### config.mk
export PLATFORM = sky130hd
export DESIGN_NAME = leaf_out_arbiter_flat
export DESIGN_NICKNAME = d
export VERILOG_FILES = /design/src/rtl/leaf_if_pkg.sv /design/src/rtl/leaf_out_arbiter_if.sv /design/src/rtl/rr_priority_pick.sv /design/src/rtl/leaf_out_arbiter.sv /design/src/flat_wrapper.sv
export SDC_FILE = /design/constraint.sdc
export NUM_CORES = 1
export LEC_CHECK = 0
export ABC_AREA = 1
export CAP_MARGIN = 25
export CORE_ASPECT_RATIO = 1.25
export CORE_MARGIN = 8
export CORE_UTILIZATION = 34
export CTS_CLUSTER_DIAMETER = 100
export DETAILED_ROUTE_END_ITERATION = 16
export GPL_TIMING_DRIVEN = 0
export PLACE_DENSITY = 0.77
export SLEW_MARGIN = 20
export SYNTH_ARGS = -nofsm -noshare
export SYNTH_HDL_FRONTEND = slang
export SYNTH_SLANG_ARGS = --single-unit
### constraint.sdc
create_clock -name clk -period 2.8 [get_ports clk]
set_clock_uncertainty 0.1 [all_clocks]
set_input_delay 0.56 -clock clk [delete_from_list [all_inputs] [get_ports clk]]
set_output_delay 0.56 -clock clk [all_outputs]
set_load 0.01 [all_outputs]
### src/rtl/leaf_if_pkg.sv
// Shared constants and state encodings for the leaf output arbiter.
package leaf_if_pkg;

  localparam int PACKET_BITS = 49;
  localparam int VLD_BIT     = PACKET_BITS - 1;

  typedef enum logic [1:0] {
    IDLE = 2'd0,
    SEND = 2'd1,
    HOLD = 2'd2
  } arb_state_e;

endpackage

### src/rtl/leaf_out_arbiter_if.sv
// Request/response bundle between the packet sources, the arbiter and the BFT link.
interface leaf_out_arbiter_if #(
  parameter int NUM_REQ  = 4,
  parameter int REQ_BITS = 2
);
  import leaf_if_pkg::*;

  logic [NUM_REQ-1:0]             req_vld;
  logic [PACKET_BITS*NUM_REQ-1:0] req_pkt;
  logic [NUM_REQ-1:0]             req_ack;
  logic                           resend;
  logic [PACKET_BITS-1:0]         dout;
  logic [REQ_BITS-1:0]            grant_id;
  logic                           busy;

  // Sources and BFT side: drive requests and back-pressure, observe the link.
  modport master (
    output req_vld, req_pkt, resend,
    input  req_ack, dout, grant_id, busy
  );

  // Arbiter side.
  modport slave (
    input  req_vld, req_pkt, resend,
    output req_ack, dout, grant_id, busy
  );

endinterface

### src/rtl/rr_priority_pick.sv
// Round-robin priority picker: first set request after ptr, wrapping around.
module rr_priority_pick #(
  parameter int NUM_REQ  = 4,
  parameter int REQ_BITS = 2
) (
  input  logic [NUM_REQ-1:0]  req,
  input  logic [REQ_BITS-1:0] ptr,
  output logic [NUM_REQ-1:0]  grant,
  output logic [REQ_BITS-1:0] idx,
  output logic                any
);

  logic [NUM_REQ-1:0] rot_s;
  int                 off_s;
  int                 sum_s;

  // Rotate the doubled mask so bit 0 is requester ptr+1, find the lowest set bit, map back.
  always_comb begin
    rot_s = NUM_REQ'({req, req} >> (int'(ptr) + 1));
    off_s = 0;
    for (int k = NUM_REQ - 1; k >= 0; k--) begin
      if (rot_s[k]) begin
        off_s = k;
      end else begin
        off_s = off_s;
      end
    end
    sum_s = int'(ptr) + 1 + off_s;
    if (sum_s >= NUM_REQ) begin
      sum_s = sum_s - NUM_REQ;
    end else begin
      sum_s = sum_s;
    end
    any = |req;
    idx = REQ_BITS'(sum_s);
    if (any) begin
      grant = NUM_REQ'(1'b1) << sum_s;
    end else begin
      grant = {NUM_REQ{1'b0}};
    end
  end

endmodule

### src/rtl/leaf_out_arbiter.sv
// Round-robin, burst-bounded arbiter onto the single leaf-to-BFT output link.
// The link stage is registered; resend re-presents the held packet.
module leaf_out_arbiter
  import leaf_if_pkg::*;
#(
  parameter int NUM_REQ    = 4,
  parameter int REQ_BITS   = 2,
  parameter int MAX_BURST  = 4,
  parameter int BURST_BITS = 4
) (
  input  logic          clk,
  input  logic          reset,
  leaf_out_arbiter_if.slave bus
);

  arb_state_e              state_r, state_nxt_s;
  logic [REQ_BITS-1:0]     ptr_r, ptr_nxt_s;
  logic [REQ_BITS-1:0]     gid_r, gid_nxt_s;
  logic [BURST_BITS-1:0]   cnt_r, cnt_nxt_s;
  logic [PACKET_BITS-1:0]  dout_r, dout_nxt_s, sel_pkt_s;
  logic                    busy_r;
  logic [NUM_REQ-1:0]      ack_s, pick_grant_s;
  logic [REQ_BITS-1:0]     pick_idx_s, sel_idx_s;
  logic                    pick_any_s, hold_s, keep_s, sel_vld_s;

  rr_priority_pick #(
    .NUM_REQ  (NUM_REQ),
    .REQ_BITS (REQ_BITS)
  ) u_pick (
    .req   (bus.req_vld),
    .ptr   (ptr_r),
    .grant (pick_grant_s),
    .idx   (pick_idx_s),
    .any   (pick_any_s)
  );

  // Selection, next-state and next output stage; a zero counter means no burst in progress.
  always_comb begin
    state_nxt_s = state_r;
    ptr_nxt_s   = ptr_r;
    cnt_nxt_s   = cnt_r;
    gid_nxt_s   = gid_r;
    dout_nxt_s  = dout_r;
    ack_s       = {NUM_REQ{1'b0}};
    sel_vld_s   = 1'b0;
    sel_idx_s   = ptr_r;
    hold_s      = bus.resend && (state_r != IDLE);
    keep_s      = (cnt_r != {BURST_BITS{1'b0}}) &&
                  (cnt_r < BURST_BITS'(MAX_BURST)) && bus.req_vld[ptr_r];

    if (hold_s) begin
      state_nxt_s = HOLD;
    end else if (keep_s) begin
      sel_vld_s = 1'b1;
      sel_idx_s = ptr_r;
      cnt_nxt_s = cnt_r + BURST_BITS'(1);
      ack_s     = NUM_REQ'(1'b1) << ptr_r;
    end else if (pick_any_s) begin
      sel_vld_s = 1'b1;
      sel_idx_s = pick_idx_s;
      cnt_nxt_s = BURST_BITS'(1);
      ptr_nxt_s = pick_idx_s;
      ack_s     = pick_grant_s;
    end else begin
      cnt_nxt_s = {BURST_BITS{1'b0}};
    end

    sel_pkt_s = bus.req_pkt[int'(sel_idx_s)*PACKET_BITS +: PACKET_BITS];

    if (hold_s) begin
      dout_nxt_s = dout_r;
    end else if (sel_vld_s) begin
      dout_nxt_s          = sel_pkt_s;
      dout_nxt_s[VLD_BIT] = 1'b1;
      gid_nxt_s           = sel_idx_s;
      state_nxt_s         = SEND;
    end else begin
      dout_nxt_s  = {PACKET_BITS{1'b0}};
      gid_nxt_s   = {REQ_BITS{1'b0}};
      state_nxt_s = IDLE;
    end
  end

  // State, pointer, burst counter and registered link stage.
  always_ff @(posedge clk or posedge reset) begin
    if (reset) begin
      state_r <= IDLE;
      ptr_r   <= REQ_BITS'(NUM_REQ - 1);
      cnt_r   <= {BURST_BITS{1'b0}};
      gid_r   <= {REQ_BITS{1'b0}};
      dout_r  <= {PACKET_BITS{1'b0}};
      busy_r  <= 1'b0;
    end else begin
      state_r <= state_nxt_s;
      ptr_r   <= ptr_nxt_s;
      cnt_r   <= cnt_nxt_s;
      gid_r   <= gid_nxt_s;
      dout_r  <= dout_nxt_s;
      busy_r  <= dout_nxt_s[VLD_BIT];
    end
  end

  assign bus.req_ack  = reset ? {NUM_REQ{1'b0}} : ack_s;
  assign bus.dout     = dout_r;
  assign bus.grant_id = gid_r;
  assign bus.busy     = busy_r;

endmodule

### src/flat_wrapper.sv
// flat-port wrapper written by rule: the top's interface ports become plain ports
module leaf_out_arbiter_flat import leaf_if_pkg::*;
#(
  parameter int NUM_REQ    = 4,
  parameter int REQ_BITS   = 2,
  parameter int MAX_BURST  = 4,
  parameter int BURST_BITS = 4
)
  (clk, reset, bus_req_vld, bus_req_pkt, bus_resend, bus_req_ack, bus_dout, bus_grant_id, bus_busy);
  leaf_out_arbiter_if #(.NUM_REQ(NUM_REQ), .REQ_BITS(REQ_BITS)) bus_i ();
  input  logic clk;
  input  logic reset;
  input wire logic [$bits(bus_i.req_vld)-1:0] bus_req_vld;
  input wire logic [$bits(bus_i.req_pkt)-1:0] bus_req_pkt;
  input wire logic [$bits(bus_i.resend)-1:0] bus_resend;
  output wire logic [$bits(bus_i.req_ack)-1:0] bus_req_ack;
  output wire logic [$bits(bus_i.dout)-1:0] bus_dout;
  output wire logic [$bits(bus_i.grant_id)-1:0] bus_grant_id;
  output wire logic [$bits(bus_i.busy)-1:0] bus_busy;
  assign bus_i.req_vld = bus_req_vld;
  assign bus_i.req_pkt = bus_req_pkt;
  assign bus_i.resend = bus_resend;
  assign bus_req_ack = bus_i.req_ack;
  assign bus_dout = bus_i.dout;
  assign bus_grant_id = bus_i.grant_id;
  assign bus_busy = bus_i.busy;
  leaf_out_arbiter #(.NUM_REQ(NUM_REQ), .REQ_BITS(REQ_BITS), .MAX_BURST(MAX_BURST), .BURST_BITS(BURST_BITS)) u_core (.clk(clk), .reset(reset), .bus(bus_i));
endmodule
Word-level counts from Yosys, hierarchy flattened
Cells that the tools add are included.
Cells by class
  equal/unequal tests: 0
  magnitude comparators: 3
  multiplexer cells: 23
  bitwise gates (word level): 0
  shift operators: 4
  div/mod/pow operators: 0
  reduce and logical (&&, ||, !) cells: 6
  $mul: 1
  $add $sub $neg: 4
Operators with widths (count)
  $shiftx 196x32->48: 1
  $mux 32: 4
  $mux 49: 1
  $add 4x32->32: 1
  $ge 32x4->1 const B: 1
  $shl 1x32->4 const A: 1
  $shr 8x32->4: 1
  $sub 32x4->32 const B: 1
  $mux 4: 5
  $mux 2: 6
  $mul 2x6->8 const B: 1
  $mux 1: 6
  $add 4x1->4 const B: 1
  $lt 4x3->1 const B: 1
  $reduce_bool 4->1: 1
  $reduce_or 4->1: 1
  $shl 1x2->4 const A: 1
  $add 2x1->3 const B: 1
  $logic_and 1x1->1: 3
  $lt 2x3->1 const B: 1
  $bmux 1 s2: 1
  $reduce_bool 2->1: 1
Storage, ports and cells
  memory bits (read-only): 0
  latch bits: 0
  memory bits (writable): 0
  memories kept: 0
  flip-flop bits (word level): 59
  input port bits: 203

Longest topological paths before layout
Gate-level depths: netlist of run 1.
  depth in word-level cells: 15
  gate-level depth with buffers: 20
  gate-level depth less buffers: 19

Cells and area by module
From an unflattened synthesis of run 1, not the netlist that was laid out.
Second synthesis, totals
  cells, all modules: 670
  area total of the unflattened synthesis: 4355.4 µm²
Modules (own cells, without submodules)
  leaf_out_arbiter: times used 1, cells an instance 613, area an instance 4055.1 µm²
  rr_priority_pick: times used 1, cells an instance 57, area an instance 300.3 µm²

Least setup slack after synthesis of run 1
OpenSTA, ideal clock, no wires.
  kind: register -> output
  start: register u_core.ptr_r[0]
  end: output port bus_req_ack[0]
  cell stages (with the launch flop): 14
  slack: -0.354 ns
  data required time: 2.140 ns
  arrival time: 2.494 ns
  path through: dfstp_2 > inv_2 > nand2_1 > nand2_1 > o21ai_0 > nand3_1 > a21boi_0 > ha_1 > inv_1 > fa_1 > o21ai_0 > o21ai_0 > o21ai_0 > nor3_1
Between the ends
  longest elaborated chain between the ends: 14
  elaborated cells between the ends (all ways): 19
  classes of those cells: add/sub (3); order compare (1); shift (3); mux (11); reduce/logical (1)
RTL lines
  from (decl): line leaf_out_arbiter.sv:17  | logic [REQ_BITS-1:0] ptr_r, ptr_nxt_s;
  from (signal assigned): line leaf_out_arbiter.sv:88  | ptr_r <= REQ_BITS'(NUM_REQ - 1);
  from (signal assigned): line leaf_out_arbiter.sv:95  | ptr_r <= ptr_nxt_s;
  $add 2x1->3: line rr_priority_pick.sv:19, rr_priority_pick.sv:28
  $shr 8x32->4: line rr_priority_pick.sv:19  | rot_s = NUM_REQ'({req, req} >> (int'(ptr) + 1));
  $mux 2: line rr_priority_pick.sv:22  | if (rot_s[k]) begin
  $mux 32 (3 in series): line rr_priority_pick.sv:22
  $add 4x32->32: line rr_priority_pick.sv:28  | sum_s = int'(ptr) + 1 + off_s;
  $sub 32x4->32 / $ge 32x4->1 (equally long branches): line rr_priority_pick.sv:30, rr_priority_pick.sv:29
  $mux 32: line rr_priority_pick.sv:29  | if (sum_s >= NUM_REQ) begin
  $shl 1x32->4: line rr_priority_pick.sv:37  | grant = NUM_REQ'(1'b1) << sum_s;
  $mux 4: line leaf_out_arbiter.sv:58  | end else if (pick_any_s) begin
  $mux 4 (*): line leaf_out_arbiter.sv:53  | end else if (keep_s) begin
  $mux 4 (*): line leaf_out_arbiter.sv:51  | if (hold_s) begin
  $mux 4 (*): line leaf_out_arbiter.sv:103  | assign bus.req_ack = reset ? {NUM_REQ{1'b0}} : ack_s;
  to (decl): line flat_wrapper.sv:16  | output wire logic [$bits(bus_i.req_ack)-1:0] bus_req_ack;
Every way passes the cells marked *; elsewhere a longest branch is shown, timed or not. The select of a mux whose other input is x is not followed.

Final worst setup path of run 1
  start: register u_core.ptr_r[0]
  end: output port bus_req_ack[3]
Same word-level chain as after synthesis.

==> metrics.cfg, run 1 <==
[run_status]
status = finished with violations
violations = negative setup slack

[route]
drtIter0Drc = 345
vias = 5746
drtAntennaViolNets = 0
drc = 0
routed_wl_mm = 21.00
firstDrtPassIters = 5
wire_per_inst_um = 18.95
viasPerCell = 5.186

[power]
comb_power_share_pct = 79.1
switching_power_mw = 5.702
p_leak_nw = 3.740
p_per_area_nw_per_um2 = 1483
p_sw_share_pct = 47.07
seq_power_share_pct = 12.6
ir_drop_uv = 699.5
p_int_mw = 6.413
power_frac_clock_pct = 8.3

[global_routing]
use_met3_pct = 4.530
grt_use_met2_pct = 42.03
first_global_vias = 5777
grt_pass1_wl_mm = 30.86
use_met1_pct = 27.40
grt_max_degree = 32
antenna_found_initial = 0
grt.busiest_layer = met2
grtUsageTotal_pct = 24.28
overflow = 0

[cts]
clk_latency_ps = 330
cts-root-buf = clkbuf_16
cts-htree-levels = 3
cts_tree = done
cts_buffers = 9
clockBufferDepth = 2
cts.sinks = 59
ctsHoldBuffers = 0
clkTransAtPathRegs_ps = 50

[setup_path]
slowest_delay_ps = 610
reg2reg_depth = 18
worstPathRequired_ps = 2140
timing.rr.end = u_core.bus.dout[44]$_DFFE_PP0N_
path_delay_family = adder cells
critPathLaunchType = register
cp_num_buf_inv = 7
end_kind = primary output
reg2reg_slack_ps = -620
path_class = register to primary output
cp.arrival_ps = 2870
crit_slowest_cell = fa_2
cp_max_fo = 5
path_cells = inv_4, buf_4, buf_4, ha_1, inv_1, fa_2, buf_4, buf_6, nor3_2, a21oi_1, nor2_1, buf_2
cp_common_cell = buf_4
regToRegStartpoint = u_core.ptr_r[0]$_DFF_PP1_

[synth]
synth.net_count = 860
yosysUniqueCellTypes = 25
seq_area_frac_synth_pct = 34.84
synth_area_um2 = 4245
netlist_instances = 648
syn_area_per_cell_um2 = 6.551
synth-seq-cells = 59
ys_warn_count = 0

[die]
row_count = 45
die_x_um = 115.9
coreArea_um2 = 12160
fp.dieH_um = 140.9
start_util_pct = 34.91
pin_count = 259
dieArea_um2 = 16340

[placed_design]
place_worst_setup_slack_ps = -1274
io_buffers = 254
place.gp.congestion = 0.9194
dp_cells = 1067
post-dp-hpwl_mm = 15.35

[cells_and_area]
finalNonFillerCells = 1108
fillers = 1075
drive_gt1_share_pct = 18.96
antenna_cells = 0
fin_nets = 1152
syn_to_final_growth_pct = 92.37

[timing]
relSlewSlack_pct = 51.11
hold_viol = 0
rsz0062_at_grt = true
post-route-min-period_ps = 3533
tightest_slew_ps = 731.8
fmax_mhz = 283.0
setup_viol = 54
period_share_pct = 126.2
drv_slew = 0
worst_slack_ps = -733.2

[min_path]
min_from = u_core.bus.dout[42]$_DFFE_PP0N_
min_to = u_core.bus.dout[42]$_DFFE_PP0N_
hold_depth = 2
hold_path_class = register to register

[job]
drv.max_cap_violation_count = 0

timing repair:
| action | in CTS | in global routing |
|---|---|---|
| hold endpoints to repair | 0 | 0 |
| pin swaps | 13 | 40 |
| endpoints found under the setup margin | 54 | 55 |
| gates cloned | 2 | 5 |
| setup buffers | 15 | 6 |
| gates resized for setup | 88 | 66 |
cells by family (layout without fill, tap and decap cells):
logic type,Yosys count,after routing,share of synthesized area [%]
adder cells (fa/ha/maj),9,9,2.829
buffers and inverters,73,369,8.311
flip-flops,59,59,34.84
AND/OR/NAND/NOR,489,489,51.78
AO/OA/AOI/OAI,18,18,2.240
worst register-to-register path, stage by stage (launching register included):
cell and delay (ps):
dfstp_2 570, inv_4 50, buf_4 130, buf_4 150, ha_1 340, inv_1 90, fa_2 610, buf_4 130
buf_6 90, buf_6 80, nand4_1 120, nand2_2 160, buf_6 140, clkinv_8 80, buf_8 150, buf_12 130
nand3_1 70, nand3_1 80, nand2_1 90
registers in the layout (all words and copies together), names as in the netlist:
signal / count
u_core.bus.busy: 1
u_core.state_r: 2
u_core.bus.grant_id: 2
u_core.ptr_r: 2
u_core.cnt_r: 4
u_core.bus.dout: 48
how the worst max path moves through the flow:
stage | from | end | slack [ps] | depth (start not counted)
after floorplan | u_core.ptr_r[0]$_DFF_PP1_ | bus_req_ack[0] | -210 | 15
after global placement | bus_req_vld[1] | bus_req_ack[0] | -1240 | 16
after detailed placement | bus_req_vld[2] | bus_req_ack[0] | -1270 | 16
after CTS | u_core.ptr_r[0]$_DFF_PP1_ | bus_req_ack[2] | -700 | 15
after global routing | u_core.ptr_r[0]$_DFF_PP1_ | bus_req_ack[3] | -830 | 14
final | u_core.ptr_r[0]$_DFF_PP1_ | bus_req_ack[3] | -730 | 12
per-layer routing:
layer,vias to the layer above,wire length (um)
li1,2748,-
met1,2685,7898
met2,264,10850
met3,49,1476
met4,0,780
met5,-,0
power by group through the flow:
| stage | clock, mW | sequential, mW | combinational [mW] |
|---|---|---|---|
| final | 1.00 | 1.53 | 9.59 |
| after CTS | 1.02 | 1.53 | 8.28 |
| after global routing | 1.05 | 1.57 | 10.4 |
| after floorplan | 0 | 1.70 | 4.08 |
| after detailed placement | 0 | 1.53 | 6.77 |
| after global placement | 0 | 1.53 | 6.71 |
layout by cell type (no fill, tap or decap), drive strengths merged:
cell           Yosys  final
clkinv             0      4
buf               34     61
ha                 8      8
fa                 1      1
a21boi             1      1
nor2               8      8
clkbuf            19     34
dlygate4sd2        0      4
dfrtp             57     57
inv               20     18
o21ai             14     14
nor3               3      3
nand2            226    226
a21oi              2      2
nand3            250    250
nand3b             1      1
clkinvlp           0      1
clkdlybuf4s50      0    246
bufbuf             0      1
nand4              1      1
dfstp              2      2
o31ai              1      1
cells in the mapped netlist (all sizes together):
| cell | instances | share of area (%) |
|---|---|---|
| o21ai | 14 | 1.7 |
| nand3b | 1 | 0.18 |
| nand3 | 250 | 30 |
| nand4 | 1 | 0.15 |
| fa | 1 | 0.47 |
| o31ai | 1 | 0.18 |
| a21oi | 2 | 0.24 |
| ha | 8 | 2.4 |
| clkbuf | 19 | 1.7 |
| buf | 34 | 4.9 |
| a21boi | 1 | 0.18 |
| inv | 20 | 1.8 |
| nor2 | 8 | 0.71 |
| dfstp | 2 | 1.2 |
| nor3 | 3 | 0.35 |
| dfrtp | 57 | 34 |
| nand2 | 226 | 20 |
stage by stage:
stage | utilization, % | power, mW | hold slack (ps) | area [um2] | setup TNS [ps]
6_report | 67.15 | 12.11 | 366.3 | 8167 | -29150
5_1_grt | 67.15 | 12.99 | 389.3 | 8167 | -34770
4_1_cts | 63.47 | 10.83 | 378.8 | 7719 | -22470
3_5_place_dp | 57.78 | 8.307 | 364.1 | 7027 | -42130
3_3_place_gp | 57.61 | 8.239 | 361.4 | 7007 | -40770
2_1_floorplan | - | 5.775 | 354.3 | 4259 | -584.1
area by class of cell:
class	instances	area, um2	share of cell area, %
plain buffers	52	357.8	4.382
repair buffers	282	2933	35.91
well taps	164	205.2	2.513
flip-flops and latches	59	1479	18.11
clock buffers	12	246.5	3.018
clock inverters	3	15.01	0.1839
multi-input cells	516	2836	34.73
inverters	20	93.84	1.149
No activity file was read; power rests on OpenSTA's default activity.
==> inputs of run 2 (changes only) <==
--- a/config.mk
+++ b/config.mk
@@ -14,7 +14,7 @@
 export DETAILED_ROUTE_END_ITERATION = 16
 export GPL_TIMING_DRIVEN = 0
 export PLACE_DENSITY = 0.77
-export SLEW_MARGIN = 20
+export SLEW_MARGIN = 5
 export SYNTH_ARGS = -nofsm -noshare
 export SYNTH_HDL_FRONTEND = slang
 export SYNTH_SLANG_ARGS = --single-unit
==> results of run 2 <==
The final DEF is identical to that of run 1; final timing and power are the same.
==> inputs of run 3 (changes only) <==
--- a/config.mk
+++ b/config.mk
@@ -8,7 +8,7 @@
 export ABC_AREA = 1
 export CAP_MARGIN = 25
 export CORE_ASPECT_RATIO = 1.25
-export CORE_MARGIN = 8
+export CORE_MARGIN = 1.5
 export CORE_UTILIZATION = 34
 export CTS_CLUSTER_DIAMETER = 100
 export DETAILED_ROUTE_END_ITERATION = 16
==> constraint.sdc (replaced) <==
create_clock -name clk -period 2.8 [get_ports clk]
set_clock_uncertainty 0.1 [all_clocks]
set_input_delay 0.56 -clock clk [delete_from_list [all_inputs] [get_ports clk]]
set_output_delay 0.56 -clock clk [all_outputs]
set_load 0.05 [all_outputs]
==> run 3 against run 2 <==
The flow still finishes with violations (negative setup slack). Utilization down 1.5 points. Non-clock buffer count up 2. Total power up 7.4%. Sequential power about the same. Sequential cell count unchanged. Combinational power up 9%. Clock power about the same. Wire length down 8.2%. Critical endpoint is now bus_req_ack[2]. Highest routed layer unchanged. Count of clock-buffer cells in the layout up 1.
==> metrics.cfg, run 3 (synthesis gave the netlist of run 1 again) <==
[timing]
post-route-min-period_ps = 3585
tightest_slew_ps = 658.7
drv_slew = 0
setup_tns_ps = -27630
holdWs_ps = 370.9
period_share_pct = 128.0
setup_viol = 54
worst_slack_ps = -785.1
fmax_mhz = 278.9
hold_viol = 0
relSlewSlack_pct = 56.00
rsz0062_at_grt = true

[power]
switching_power_mw = 6.643
power_frac_clock_pct = 7.6
p_sw_share_pct = 51.06
p_int_mw = 6.369
ir_drop_uv = 679.4
p_per_area_nw_per_um2 = 1630
p_leak_nw = 3.656
seq_power_share_pct = 11.9
comb_power_share_pct = 80.5

[global_routing]
grt_pass1_wl_mm = 28.64
overflow = 0
grt_max_degree = 36
grtUsageTotal_pct = 28.62
first_global_vias = 5645
antenna_found_initial = 0

[cts]
cts_buffers = 9
cts-htree-levels = 3
clk_latency_ps = 330
clkTransAtPathRegs_ps = 50
clockBufferDepth = 2
cts_tree = done
ctsHoldBuffers = 0
cts.sinks = 59
cts-root-buf = clkbuf_16

[cells_and_area]
fin_area_um2 = 7981
largest_reg_flops = 48
antenna_cells = 0
final_common_cell = clkdlybuf4s50_1
drive_gt1_share_pct = 14.36
syn_to_final_growth_pct = 88.00
fin_nets = 1154
mostFrequentLayoutCells = clkdlybuf4s50_1 (246), nand3_1 (226), nand2_1 (219)
utilization_pct = 65.63

[route]
routed_wl_mm = 19.28
drc = 0
wire_per_inst_um = 17.35
drtIter0Drc = 260
viasPerCell = 5.196
firstDrtPassIters = 6
vias = 5773
drtAntennaViolNets = 0

[setup_path]
worstPathRequired_ps = 2140
path_class = register to primary output
critPathLaunchType = register
cp.arrival_ps = 2930
cp_max_fo = 6
end_kind = primary output

[placed_design]
io_buffers = 254
place_area_um2 = 7059
place_worst_setup_slack_ps = -1659
post-dp-hpwl_mm = 13.80
place.gp.congestion = 0.8981

[die]
row_count = 45
dieArea_um2 = 13170
die_x_um = 102.9
start_util_pct = 34.91
coreArea_um2 = 12160
fp.dieH_um = 127.9
pin_count = 259

[job]
drv.max_cap_violation_count = 0

[min_path]
hold_path_class = register to register

[run_status]
status = finished with violations
violations = negative setup slack

run 3: final timing paths:
path                                            startpoint                               to  slack (ps)  cells past startpoint
setup / recovery                 u_core.ptr_r[0]$_DFF_PP1_                   bus_req_ack[2]        -790                     15
max in group asynchronous                            reset        u_core.ptr_r[0]$_DFF_PP1_        1320                      3
hold / removal             u_core.bus.dout[28]$_DFFE_PP0N_  u_core.bus.dout[28]$_DFFE_PP0N_         370                      2
hold reg to reg            u_core.bus.dout[28]$_DFFE_PP0N_  u_core.bus.dout[28]$_DFFE_PP0N_         370                      2
min in group asynchronous                            reset  u_core.bus.dout[26]$_DFFE_PP0N_         650                      2
setup reg to reg                 u_core.ptr_r[0]$_DFF_PP1_  u_core.bus.dout[16]$_DFFE_PP0N_        -580                     21
run 3: final cells by class:
type                    count  area, um2
multi-input cells         516       2639
well taps                 164      205.2
clock inverters             3      15.01
clock buffers              13      240.2
flip-flops and latches     59       1479
fillers                  1116       4180
repair buffers            284       2962
plain buffers              52      357.8
inverters                  20      83.83
run 3: critical path, cell delays in order, from the launching register on:
cell,delay (ps)
dfstp_2,560
buf_6,130
nand2_1,50
nand2_1,60
inv_1,50
nand2_1,60
o21ai_1,90
a21boi_2,170
ha_2,180
inv_2,50
fa_2,460
buf_4,160
o31ai_4,200
o21ai_2,100
nor2_4,110
buf_6,170
run 3: repair_timing:
| item | in CTS | in global routing |
|---|---|---|
| pin swaps | 24 | 43 |
| endpoints found under the hold margin | 0 | 0 |
| setup endpoints to repair | 54 | 55 |
| buffers inserted | 15 | 10 |
| cloned | 4 | 1 |
| resized for setup | 75 | 36 |
run 3: layer usage:
layer	vias to the layer above	track usage, %	routed length [um]
met5	-	0	0
met4	0	13.51	848
met3	68	4.689	1205
met2	253	49.19	9692
met1	2688	34.36	7529
li1	2764	-	-
run 3: power groups by stage:
stage               combinational [mW]  sequential, mW  clock [mW]
floorplan                         4.26            2.80           0
global placement                  7.96            1.54           0
detailed placement                8.06            1.54           0
CTS                               9.68            1.54       0.994
global route                      11.3            1.59        1.03
finish                            10.5            1.55       0.994
run 3: stage by stage:
| stage | power (mW) | instances |
|---|---|---|
| 2_1_floorplan | 7.064 | 648 |
| 3_3_place_gp | 9.505 | 1066 |
| 3_5_place_dp | 9.600 | 1067 |
| 4_1_cts | 12.21 | 1101 |
| 5_1_grt | 13.90 | 1111 |
| 6_report | 13.01 | 1111 |
